**src/rtl/alu_multicycle_if.sv**
```systemverilog
// Request/result bus of the multicycle EX-stage ALU.
// The master drives requests and the slave (the ALU) returns results.
interface alu_multicycle_if #(
  parameter int WIDTH = 32
);
  logic             valid_i;
  logic             ready_o;
  logic [WIDTH-1:0] data1_i;
  logic [WIDTH-1:0] data2_i;
  logic [2:0]       ALUCtrl_i;
  logic             valid_o;
  logic [WIDTH-1:0] data_o;
  logic             Zero_o;

  modport master (
    output valid_i, data1_i, data2_i, ALUCtrl_i,
    input  ready_o, valid_o, data_o, Zero_o
  );

  modport slave (
    input  valid_i, data1_i, data2_i, ALUCtrl_i,
    output ready_o, valid_o, data_o, Zero_o
  );
endinterface

```
**src/rtl/alu_multicycle.sv**
```systemverilog
// Registered EX-stage ALU: single-cycle logic/arith/shift ops plus an iterative
// shift-add multiplier that holds ready_o low for WIDTH cycles.
module alu_multicycle #(
  parameter int WIDTH   = 32,
  parameter int SHAMT_W = 5,
  parameter int CNT_W   = 6
) (
  input  logic              clk_i,
  input  logic              rst_i,
  alu_multicycle_if.slave   bus
);

  localparam logic [2:0] OP_NOP = 3'b000;
  localparam logic [2:0] OP_AND = 3'b001;
  localparam logic [2:0] OP_XOR = 3'b010;
  localparam logic [2:0] OP_SLL = 3'b011;
  localparam logic [2:0] OP_ADD = 3'b100;
  localparam logic [2:0] OP_SUB = 3'b101;
  localparam logic [2:0] OP_MUL = 3'b110;
  localparam logic [2:0] OP_SRA = 3'b111;

  typedef enum logic {S_IDLE, S_MUL} state_t;

  state_t                   state_q, state_nx;
  logic [CNT_W-1:0]         cnt_q;
  logic                     accept, last_iter, ready;
  logic                     res_we;
  logic signed [WIDTH-1:0]  res_nx;
  logic signed [WIDTH-1:0]  mcand_p0, acc_p0, acc_step;
  logic [WIDTH-1:0]         mplier_p0;
  logic signed [WIDTH-1:0]  res_p1;
  logic                     zero_p1, vld_p1;

  function automatic logic signed [WIDTH-1:0] alu_op(
    input logic [2:0]              op,
    input logic signed [WIDTH-1:0] a,
    input logic signed [WIDTH-1:0] b
  );
    logic [SHAMT_W-1:0]      sh;
    logic signed [WIDTH-1:0] r;
    sh = b[SHAMT_W-1:0];
    r  = '0;
    case (op)
      OP_AND:  r = a & b;
      OP_XOR:  r = a ^ b;
      OP_SLL:  r = a << sh;
      OP_ADD:  r = a + b;
      OP_SUB:  r = a - b;
      OP_SRA:  r = a >>> sh;
      default: r = '0;  // nop; mul is produced by the iterative path
    endcase
    return r;
  endfunction

  assign ready     = (state_q == S_IDLE);
  assign accept    = bus.valid_i & ready;
  assign last_iter = (state_q == S_MUL) && (cnt_q == CNT_W'(WIDTH - 1));
  assign acc_step  = acc_p0 + (mplier_p0[0] ? mcand_p0 : '0);

  always_comb begin
    state_nx = state_q;
    res_we   = 1'b0;
    res_nx   = '0;
    unique case (state_q)
      S_IDLE: begin
        if (accept && bus.ALUCtrl_i == OP_MUL) begin
          state_nx = S_MUL;
        end else if (accept) begin
          res_we = 1'b1;
          res_nx = alu_op(bus.ALUCtrl_i, signed'(bus.data1_i), signed'(bus.data2_i));
        end
      end
      S_MUL: begin
        if (last_iter) begin
          res_we   = 1'b1;
          res_nx   = acc_step;
          state_nx = S_IDLE;
        end
      end
      default: state_nx = S_IDLE;
    endcase
  end

  // p0: control state, iteration counter and result register
  always_ff @(posedge clk_i or negedge rst_i) begin
    if (!rst_i) begin
      state_q <= S_IDLE;
      cnt_q   <= '0;
      vld_p1  <= 1'b0;
      res_p1  <= '0;
      zero_p1 <= 1'b0;
    end else begin
      state_q <= state_nx;
      vld_p1  <= res_we;
      if (accept)                 cnt_q <= '0;
      else if (state_q == S_MUL)  cnt_q <= cnt_q + 1'b1;
      if (res_we) begin
        res_p1  <= res_nx;
        zero_p1 <= (res_nx == '0);
      end
    end
  end

  // p0: multiplier datapath; a reset-discarded product is never published
  always_ff @(posedge clk_i) begin
    if (accept) begin
      mcand_p0  <= signed'(bus.data1_i);
      mplier_p0 <= bus.data2_i;
      acc_p0    <= '0;
    end else if (state_q == S_MUL) begin
      acc_p0    <= acc_step;
      mcand_p0  <= mcand_p0 <<< 1;
      mplier_p0 <= mplier_p0 >> 1;
    end
  end

  assign bus.ready_o = ready;
  assign bus.valid_o = vld_p1;
  assign bus.data_o  = res_p1;
  assign bus.Zero_o  = zero_p1;

endmodule

```
**src/flat_wrapper.sv**
```systemverilog
// flat-port wrapper written by rule: the top's interface ports become plain ports
module alu_multicycle_flat 
#(
  parameter int WIDTH   = 32,
  parameter int SHAMT_W = 5,
  parameter int CNT_W   = 6
)
  (clk_i, rst_i, bus_valid_i, bus_data1_i, bus_data2_i, bus_ALUCtrl_i, bus_ready_o, bus_valid_o, bus_data_o, bus_Zero_o);
  alu_multicycle_if #(.WIDTH(WIDTH)) bus_i ();
  input  logic clk_i;
  input  logic rst_i;
  input wire logic [$bits(bus_i.valid_i)-1:0] bus_valid_i;
  input wire logic [$bits(bus_i.data1_i)-1:0] bus_data1_i;
  input wire logic [$bits(bus_i.data2_i)-1:0] bus_data2_i;
  input wire logic [$bits(bus_i.ALUCtrl_i)-1:0] bus_ALUCtrl_i;
  output wire logic [$bits(bus_i.ready_o)-1:0] bus_ready_o;
  output wire logic [$bits(bus_i.valid_o)-1:0] bus_valid_o;
  output wire logic [$bits(bus_i.data_o)-1:0] bus_data_o;
  output wire logic [$bits(bus_i.Zero_o)-1:0] bus_Zero_o;
  assign bus_i.valid_i = bus_valid_i;
  assign bus_i.data1_i = bus_data1_i;
  assign bus_i.data2_i = bus_data2_i;
  assign bus_i.ALUCtrl_i = bus_ALUCtrl_i;
  assign bus_ready_o = bus_i.ready_o;
  assign bus_valid_o = bus_i.valid_o;
  assign bus_data_o = bus_i.data_o;
  assign bus_Zero_o = bus_i.Zero_o;
  alu_multicycle #(.WIDTH(WIDTH), .SHAMT_W(SHAMT_W), .CNT_W(CNT_W)) u_core (.clk_i(clk_i), .rst_i(rst_i), .bus(bus_i));
endmodule
```
**config.mk**
```make
export PLATFORM = sky130hd
export DESIGN_NAME = alu_multicycle_flat
export DESIGN_NICKNAME = d
export VERILOG_FILES = /design/src/rtl/alu_multicycle_if.sv /design/src/rtl/alu_multicycle.sv /design/src/flat_wrapper.sv
export SDC_FILE = /design/constraint.sdc
export NUM_CORES = 1
export LEC_CHECK = 0
export CORE_MARGIN = 2
export CORE_UTILIZATION = 65
export CTS_BUF_LIST = sky130_fd_sc_hd__clkbuf_4 sky130_fd_sc_hd__clkbuf_8
export DETAILED_ROUTE_END_ITERATION = 6
export PLACE_DENSITY = 0.88
export SYNTH_ARGS = -nofsm -noshare
export SYNTH_HDL_FRONTEND = slang
export SYNTH_SLANG_ARGS = --single-unit
export TNS_END_PERCENT = 20
```
**constraint.sdc**
```tcl
create_clock -name clk_i -period 8.8 [get_ports clk_i]
set_input_delay 1.32 -clock clk_i [delete_from_list [all_inputs] [get_ports clk_i]]
set_output_delay 1.32 -clock clk_i [all_outputs]
set_load 0.01 [all_outputs]
```
# Yosys cells after proc, flatten, opt, wreduce, memory -nomap -nowiden
# Index checks and enable logic that the tools add are counted.
# op_classes
add_sub_neg	4
multipliers	0
div	0
n_lt_le_gt_ge	0
eq_ne	8
shifts	2
muxes	19
n_bitwise	4
n_reduce_logical	4
# ops
op	n
$mux 32	8
$pmux 32 s6	1
$add 32x32->32	2
$pmux 32 s2	1
$and 32x32->32	1
$logic_not 32->1	1
$shl 32x5->32	1
$sshr 32x5->32	1
$sub 32x32->32	1
$xor 32x32->32	1
$eq 3x3->1 const B	4
$mux 6	2
$add 6x1->6 const B	1
$eq 3x2->1 const B	2
$eq 6x5->1 const B	1
$mux 1	5
$pmux 1 s2	2
$eq 3x1->1 const B	1
$logic_and 1x1->1	2
$reduce_bool 2->1	1
$and 1x1->1	1
$not 1->1	1
# word_totals
ff_bits	137
latchBits	0
ram_bits	0
mem_bits_ro	0
in_bits	70
output_inout_bits	35
elab_cells	49
memories	0

# Longest topological paths before layout
# depth
depth_word	6
mapped_depth	28
mapped_depth_nobuf	23

# Least setup slack after synthesis
# No wires, ideal clock.
# synth_path
path_type	input to register
start	in bus_data2_i[0]
end	reg u_core.zero_p1 (netlist: u_core.bus.Zero_o)
setup_ns	0.068
arrival_time_ns	6.369
slack_ns	2.363
cell_stages	26
cell_sequence	buf_2 > buf_2 > inv_1 > buf_2 > buf_1 > buf_2 > ha_1 > nand2_1 > nor3_1 > nand2_1 > nor2_1 > a21oi_1 > xnor2_1 > ha_1 > o21ai_0 > nor2_1 > nor2_1 > a211o_1 > o21ba_1 > o32a_1 > nor2b_1 > xnor2_1 > a221o_1 > or4_1 > nor4_1 > a32o_1
# synth_between
elab_chain_len	6
word_cells_on_any_way	11
classes_between	add/sub (2); shift (2); mux (4); bitwise (2); reduce/logical (1)
# synth_lines
item	line_no	source
start: declaration	flat_wrapper.sv:14	input wire logic [$bits(bus_i.data2_i)-1:0] bus_data2_i;
$sub 32x32->32 (tied with other cells)	alu_multicycle.sv:48	OP_SUB: r = a - b;
$pmux 32 s6 *	alu_multicycle.sv:43	case (op)
$mux 32 *	alu_multicycle.sv:68	end else if (accept) begin
$mux 32 *	alu_multicycle.sv:66	if (accept && bus.ALUCtrl_i == OP_MUL) begin
$pmux 32 s2 *	alu_multicycle.sv:64	unique case (state_q)
$logic_not 32->1 *	alu_multicycle.sv:99	zero_p1 <= (res_nx == '0);
end signal: assignment	alu_multicycle.sv:99	
end: declaration	alu_multicycle.sv:32	logic zero_p1, vld_p1;
# Every way passes the cells marked *; elsewhere a longest branch is shown, timed or not.
# A chain may end at the register's enable or synchronous reset.

# Worst setup path after layout
# layout_path
start	in bus_ALUCtrl_i[0]
end	reg u_core.zero_p1 (netlist: u_core.bus.Zero_o)
# layout_between
elab_chain_len	6
word_cells_on_any_way	15
classes_between	eq/ne (7); mux (6); reduce/logical (2)
# layout_lines
item	line_no	source
start: declaration	flat_wrapper.sv:15	input wire logic [$bits(bus_i.ALUCtrl_i)-1:0] bus_ALUCtrl_i;
$eq 3x3->1 (tied with other cells)	alu_multicycle.sv:43	
$pmux 32 s6	alu_multicycle.sv:43	
$mux 32	alu_multicycle.sv:68	
$mux 32	alu_multicycle.sv:66	
$pmux 32 s2	alu_multicycle.sv:64	
$logic_not 32->1	alu_multicycle.sv:99	
# Several ways; a longest one is shown, not always the timed one.

==> impl_results.html <==
<table>
<tr><th>Metric</th><th>Value</th></tr>
<tr><th colspan="2">Outcome</th></tr>
<tr><td>Outcome</td><td>finished, violations left</td></tr>
<tr><td>Failing checks</td><td>DRC</td></tr>
<tr><th colspan="2">Power and ir drop</th></tr>
<tr><td>Combinational Power Share</td><td>0.496</td></tr>
<tr><td>Power share of the sequential group</td><td>0.309</td></tr>
<tr><td>Switch share</td><td>0.4330</td></tr>
<tr><td>Clock share of power</td><td>0.195</td></tr>
<tr><td>Peak supply drop</td><td>0.0001116 V</td></tr>
<tr><td>Design internal power</td><td>1.852 mW</td></tr>
<tr><td>Static leakage</td><td>6.954 nW</td></tr>
<tr><td>PnR Total Power</td><td>3.266 mW</td></tr>
<tr><td>Net switching power figure</td><td>1.414 mW</td></tr>
<tr><td>Power density normalized to cell area</td><td>199.4 nW/um^2</td></tr>
<tr><th colspan="2">STA</th></tr>
<tr><td>Final hold violation count</td><td>0</td></tr>
<tr><td>Clock skew after layout</td><td>0.02500 ns</td></tr>
<tr><td>Max Transition Viols Final</td><td>0</td></tr>
<tr><td>Worst Slack Setup Final</td><td>1.827 ns</td></tr>
<tr><td>Final TNS setup</td><td>0 ns</td></tr>
<tr><td>Final worst-path cycle share</td><td>0.7924</td></tr>
<tr><td>Setup-violating endpoint count in the final report</td><td>0</td></tr>
<tr><td>Max frequency</td><td>0.1434 GHz</td></tr>
<tr><td>Headroom to the max-slew limit</td><td>0.2901</td></tr>
<tr><td>Crit path time final</td><td>between 6 and 7 ns</td></tr>
<tr><td>Least-Margin Pin Slew</td><td>1.065 ns</td></tr>
<tr><td>RSZ-0062 raised after global routing</td><td>no</td></tr>
<tr><th colspan="2">Critical path</th></tr>
<tr><td>Worst Setup Start Kind</td><td>primary input</td></tr>
<tr><td>R2r startpoint</td><td>u_core.mplier_p0[0]</td></tr>
<tr><td>Nature of the critical path endpoint</td><td>flip-flop</td></tr>
<tr><td>Crit path DAT</td><td>7.40 ns</td></tr>
<tr><td>Setup Crit Path Kind</td><td>primary input to flip-flop</td></tr>
<tr><td>Worst r2r path cells</td><td>16</td></tr>
<tr><td>WP data required</td><td>9.23 ns</td></tr>
<tr><td>Worst reg-to-reg setup slack</td><td>around 3.6 ns</td></tr>
<tr><td>Max Fanout on Critical Path</td><td>17</td></tr>
<tr><td>Critical R2R Capture</td><td>u_core.bus.Zero_o</td></tr>
<tr><th colspan="2">Clock network</th></tr>
<tr><td>Clock sink count</td><td>about 140</td></tr>
<tr><td>Number of buffers created by CTS</td><td>17</td></tr>
<tr><td>CTS hold repair buffers</td><td>0</td></tr>
<tr><td>Setup bufs post-CTS</td><td>0</td></tr>
<tr><td>Clk_lat worst skew</td><td>0.48 ns</td></tr>
<tr><td>Max clock buf depth</td><td>2</td></tr>
<tr><td>Total number of H-tree levels</td><td>4</td></tr>
<tr><td>CTS tree</td><td>yes</td></tr>
<tr><td>Quantity of gates resized following cts</td><td>0</td></tr>
<tr><td>Clock tree root driver cell</td><td>sky130_fd_sc_hd__clkbuf_8</td></tr>
<tr><td>Post-CTS clock slew at the launch and capture registers of the worst setup and hold paths</td><td>0.10 ns</td></tr>
<tr><th colspan="2">GRT</th></tr>
<tr><td>Vias in the first global route</td><td>roughly 15,000</td></tr>
<tr><td>Remaining global-route overflow</td><td>0</td></tr>
<tr><td>Overall global routing resource usage</td><td>0.4857</td></tr>
<tr><td>Pin count of the biggest net entering global routing</td><td>84</td></tr>
<tr><td>Number of antenna violations at the first check in global routing</td><td>0</td></tr>
<tr><td>First-pass GRT wire length</td><td>88.53 mm</td></tr>
<tr><th colspan="2">Die</th></tr>
<tr><td>Placement row count</td><td>55</td></tr>
<tr><td>DIE AREA</td><td>24,030 um^2</td></tr>
<tr><td>Core area</td><td>between 20,000 and 25,000 um^2</td></tr>
<tr><td>Count of boundary I/O pins</td><td>105</td></tr>
<tr><td>Width of the chip</td><td>between 150 and 200 um</td></tr>
<tr><td>Die Y</td><td>around 160 um</td></tr>
<tr><td>Starting density of the core</td><td>0.6589</td></tr>
<tr><th colspan="2">Layout</th></tr>
<tr><td>Commonest non-fill, non-tap cells in the layout</td><td>sky130_fd_sc_hd__nand2_1, sky130_fd_sc_hd__nor2_1, sky130_fd_sc_hd__a21oi_1</td></tr>
<tr><td>Utilization after layout</td><td>0.7279</td></tr>
<tr><td>Leading cell type in the layout, fill and taps excluded</td><td>sky130_fd_sc_hd__nand2_1</td></tr>
<tr><td>Layout area overhead</td><td>10.47%</td></tr>
<tr><td>Post-route standard cell area excluding fillers</td><td>16,380 um^2</td></tr>
<tr><td>Proportion of layout cells with a drive suffix above 1</td><td>0.07135</td></tr>
<tr><td>Number of antenna cells inserted</td><td>0</td></tr>
<tr><td>Total number of nets in the final design</td><td>2,062</td></tr>
<tr><th colspan="2">Placement</th></tr>
<tr><td>Gp weighted congestion</td><td>1.121</td></tr>
<tr><td>HPWL after detailed placement</td><td>between 40 and 50 mm</td></tr>
<tr><td>Quantity of I/O buffers inserted on ports</td><td>104</td></tr>
<tr><td>Placed cell area</td><td>15,920 um^2</td></tr>
<tr><td>Post-Place Setup Slack</td><td>1.500 ns</td></tr>
<tr><th colspan="2">Routing</th></tr>
<tr><td>Total met3 wirelength after detailed routing</td><td>8.607 mm</td></tr>
<tr><td>Initial drt markers</td><td>2,727</td></tr>
<tr><td>Routed wire length per instance</td><td>27.24 um</td></tr>
<tr><td>Post-detailed-routing wire length</td><td>between 50 and 60 mm</td></tr>
<tr><td>Number of routed nets with antenna violations</td><td>0</td></tr>
<tr><td>Routed via count</td><td>16,232</td></tr>
<tr><td>Vias per std cell</td><td>7.408</td></tr>
<tr><td>Highest routed metal layer</td><td>met4</td></tr>
<tr><td>Met2 layer wire length in the routed design</td><td>24.76 mm</td></tr>
<tr><td>First-pass DRT Iterations</td><td>7</td></tr>
<tr><td>Met1 Routed Length</td><td>21.64 mm</td></tr>
<tr><td>DRC violation count after routing</td><td>4</td></tr>
<tr><th colspan="2">Synthesis</th></tr>
<tr><td>Synthesized instance count</td><td>about 1,900</td></tr>
<tr><td>Sequential element share of the synthesized area</td><td>0.2420</td></tr>
<tr><td>Post-synthesis async set-or-reset flop share</td><td>0.2993</td></tr>
<tr><td>Cell area after synthesis</td><td>14,830 um^2</td></tr>
<tr><td>Total of flip-flops plus latches after synthesis</td><td>between 100 and 150</td></tr>
<tr><td>Total number of yosys warnings</td><td>0</td></tr>
<tr><td>Unique cell type count in the Yosys netlist</td><td>88</td></tr>
<tr><td>Net count after synthesis</td><td>2,038</td></tr>
<tr><td>Number of synthesized flops with an enable pin</td><td>64</td></tr>
<tr><td>Dominant register cell in the synthesized netlist</td><td>sky130_fd_sc_hd__edfxtp_1</td></tr>
<tr><td>Post-Synthesis Mean Instance Area</td><td>7.933 um^2</td></tr>
<tr><th colspan="2">Worst hold path</th></tr>
<tr><td>Class of the worst hold path</td><td>flip-flop to flip-flop</td></tr>
<tr><td>End of the worst hold path</td><td>u_core.acc_p0[3]</td></tr>
<tr><td>Number of cells on the worst hold path</td><td>2</td></tr>
<tr><td>Hold Crit Start</td><td>u_core.acc_p0[3]</td></tr>
<tr><th colspan="2">Run</th></tr>
<tr><td>Number of max-capacitance violations reported</td><td>0</td></tr>
</table>
[registers in the layout, summed over array words and instances, names as in the netlist]
signal,flops
u_core.bus.data_o,32
u_core.state_q,1
u_core.cnt_q,6
u_core.mplier_p0,32
u_core.bus.valid_o,1
u_core.bus.Zero_o,1
u_core.mcand_p0,32
u_core.acc_p0,32
[cell type report]
type | instances | area (um^2)
multi-input cells | 1572 | 10620
fillers | 1725 | 6123
flip-flops and latches | 137 | 3588
repair buffers | 134 | 1246
well taps | 285 | 356.6
clock buffers | 20 | 269.0
clock inverters | 12 | 187.7
inverters | 31 | 116.4
[synth_stat cells (all sizes together), types with 22 or more instances]
library cell | n | area (um^2)
nand2b | 34 | 212.7
o22ai | 22 | 137.6
nand3 | 27 | 135.1
mux2 | 35 | 397.9
edfxtp | 64 | 1922
mux4 | 22 | 499.2
a211oi | 24 | 180.2
nor2 | 149 | 559.3
xor2 | 34 | 297.8
buf | 42 | 209.0
nor2b | 26 | 162.7
dfrtp | 41 | 1026
o21ai | 120 | 600.6
a21o | 33 | 247.7
nor3 | 24 | 120.1
ha | 97 | 1214
inv | 30 | 112.6
xnor2 | 51 | 446.7
and2 | 40 | 250.2
a22o | 29 | 254.0
a21oi | 127 | 643.1
mux2i | 74 | 740.7
clkbuf | 87 | 326.6
nand2 | 323 | 1212
a221oi | 27 | 236.5
dfxtp | 32 | 640.6
a22oi | 28 | 210.2
[logic make-up after synthesis]
logic type      count (synthesis)  share of synthesized area
xor+xnor                       85                    0.05021
buf+inv                       160                    0.04397
mux                           131                     0.1105
fa+ha+maj                      99                    0.08456
simple gates                  691                     0.2110
flops                         137                     0.2420
compound gates                566                     0.2578
[power by group through the flow]
stage	Sequential, mW	Clock [mW]	Combinational [mW]
6_report	1.01	0.637	1.62
5_1_grt	1.02	0.656	1.73
4_1_cts	1.00	0.629	1.56
3_5_place_dp	1.01	0	1.54
3_3_place_gp	1.00	0	1.50
2_1_floorplan	0.994	0	1.04
[per-stage QoR]
stage,std cells,hold WS (ns)
2_1_floorplan,1869,0.4268
3_3_place_gp,2159,0.4369
3_5_place_dp,2159,0.4531
4_1_cts,2191,0.4634
5_1_grt,2191,0.4799
6_report,2191,0.4649
[how the worst max path moves through the flow]
stage / startpoint / slack (ns) / cells after the start / endpoint
floorplan: bus_data2_i[0] / 2.36 / 26 / u_core.bus.Zero_o
global placement: bus_ALUCtrl_i[0] / 1.62 / 18 / u_core.bus.Zero_o
detailed placement: bus_ALUCtrl_i[0] / 1.50 / 18 / u_core.bus.Zero_o
CTS: bus_ALUCtrl_i[0] / 2.03 / 18 / u_core.bus.Zero_o
global route: bus_ALUCtrl_i[0] / 1.59 / 18 / u_core.bus.Zero_o
finish: bus_ALUCtrl_i[0] / 1.83 / 18 / u_core.bus.Zero_o
[critical path, cell delays in order]
cell                              delay (ns)
sky130_fd_sc_hd__clkdlybuf4s50_1        0.74
sky130_fd_sc_hd__nor2b_1                0.70
sky130_fd_sc_hd__nand2_1                0.56
sky130_fd_sc_hd__o21ai_0                0.25
sky130_fd_sc_hd__xor2_1                 0.21
sky130_fd_sc_hd__ha_1                   0.32
sky130_fd_sc_hd__a211o_1                0.33
sky130_fd_sc_hd__a21oi_1                0.24
sky130_fd_sc_hd__nor2_1                 0.10
sky130_fd_sc_hd__nor4bb_1               0.52
sky130_fd_sc_hd__o21ba_1                0.23
sky130_fd_sc_hd__o32a_1                 0.18
sky130_fd_sc_hd__nor2b_1                0.16
sky130_fd_sc_hd__xnor2_1                0.08
sky130_fd_sc_hd__a221o_1                0.37
sky130_fd_sc_hd__or4_1                  0.52
sky130_fd_sc_hd__nor4_1                 0.35
sky130_fd_sc_hd__a32o_1                 0.22
[layer usage]
metal,up-vias,track usage
li1,6992,-
met1,7505,0.6363
met2,1394,0.7126
met3,341,0.1248
met4,0,0.3139
met5,-,0
Note: power is estimated with default switching activity, not from simulation.
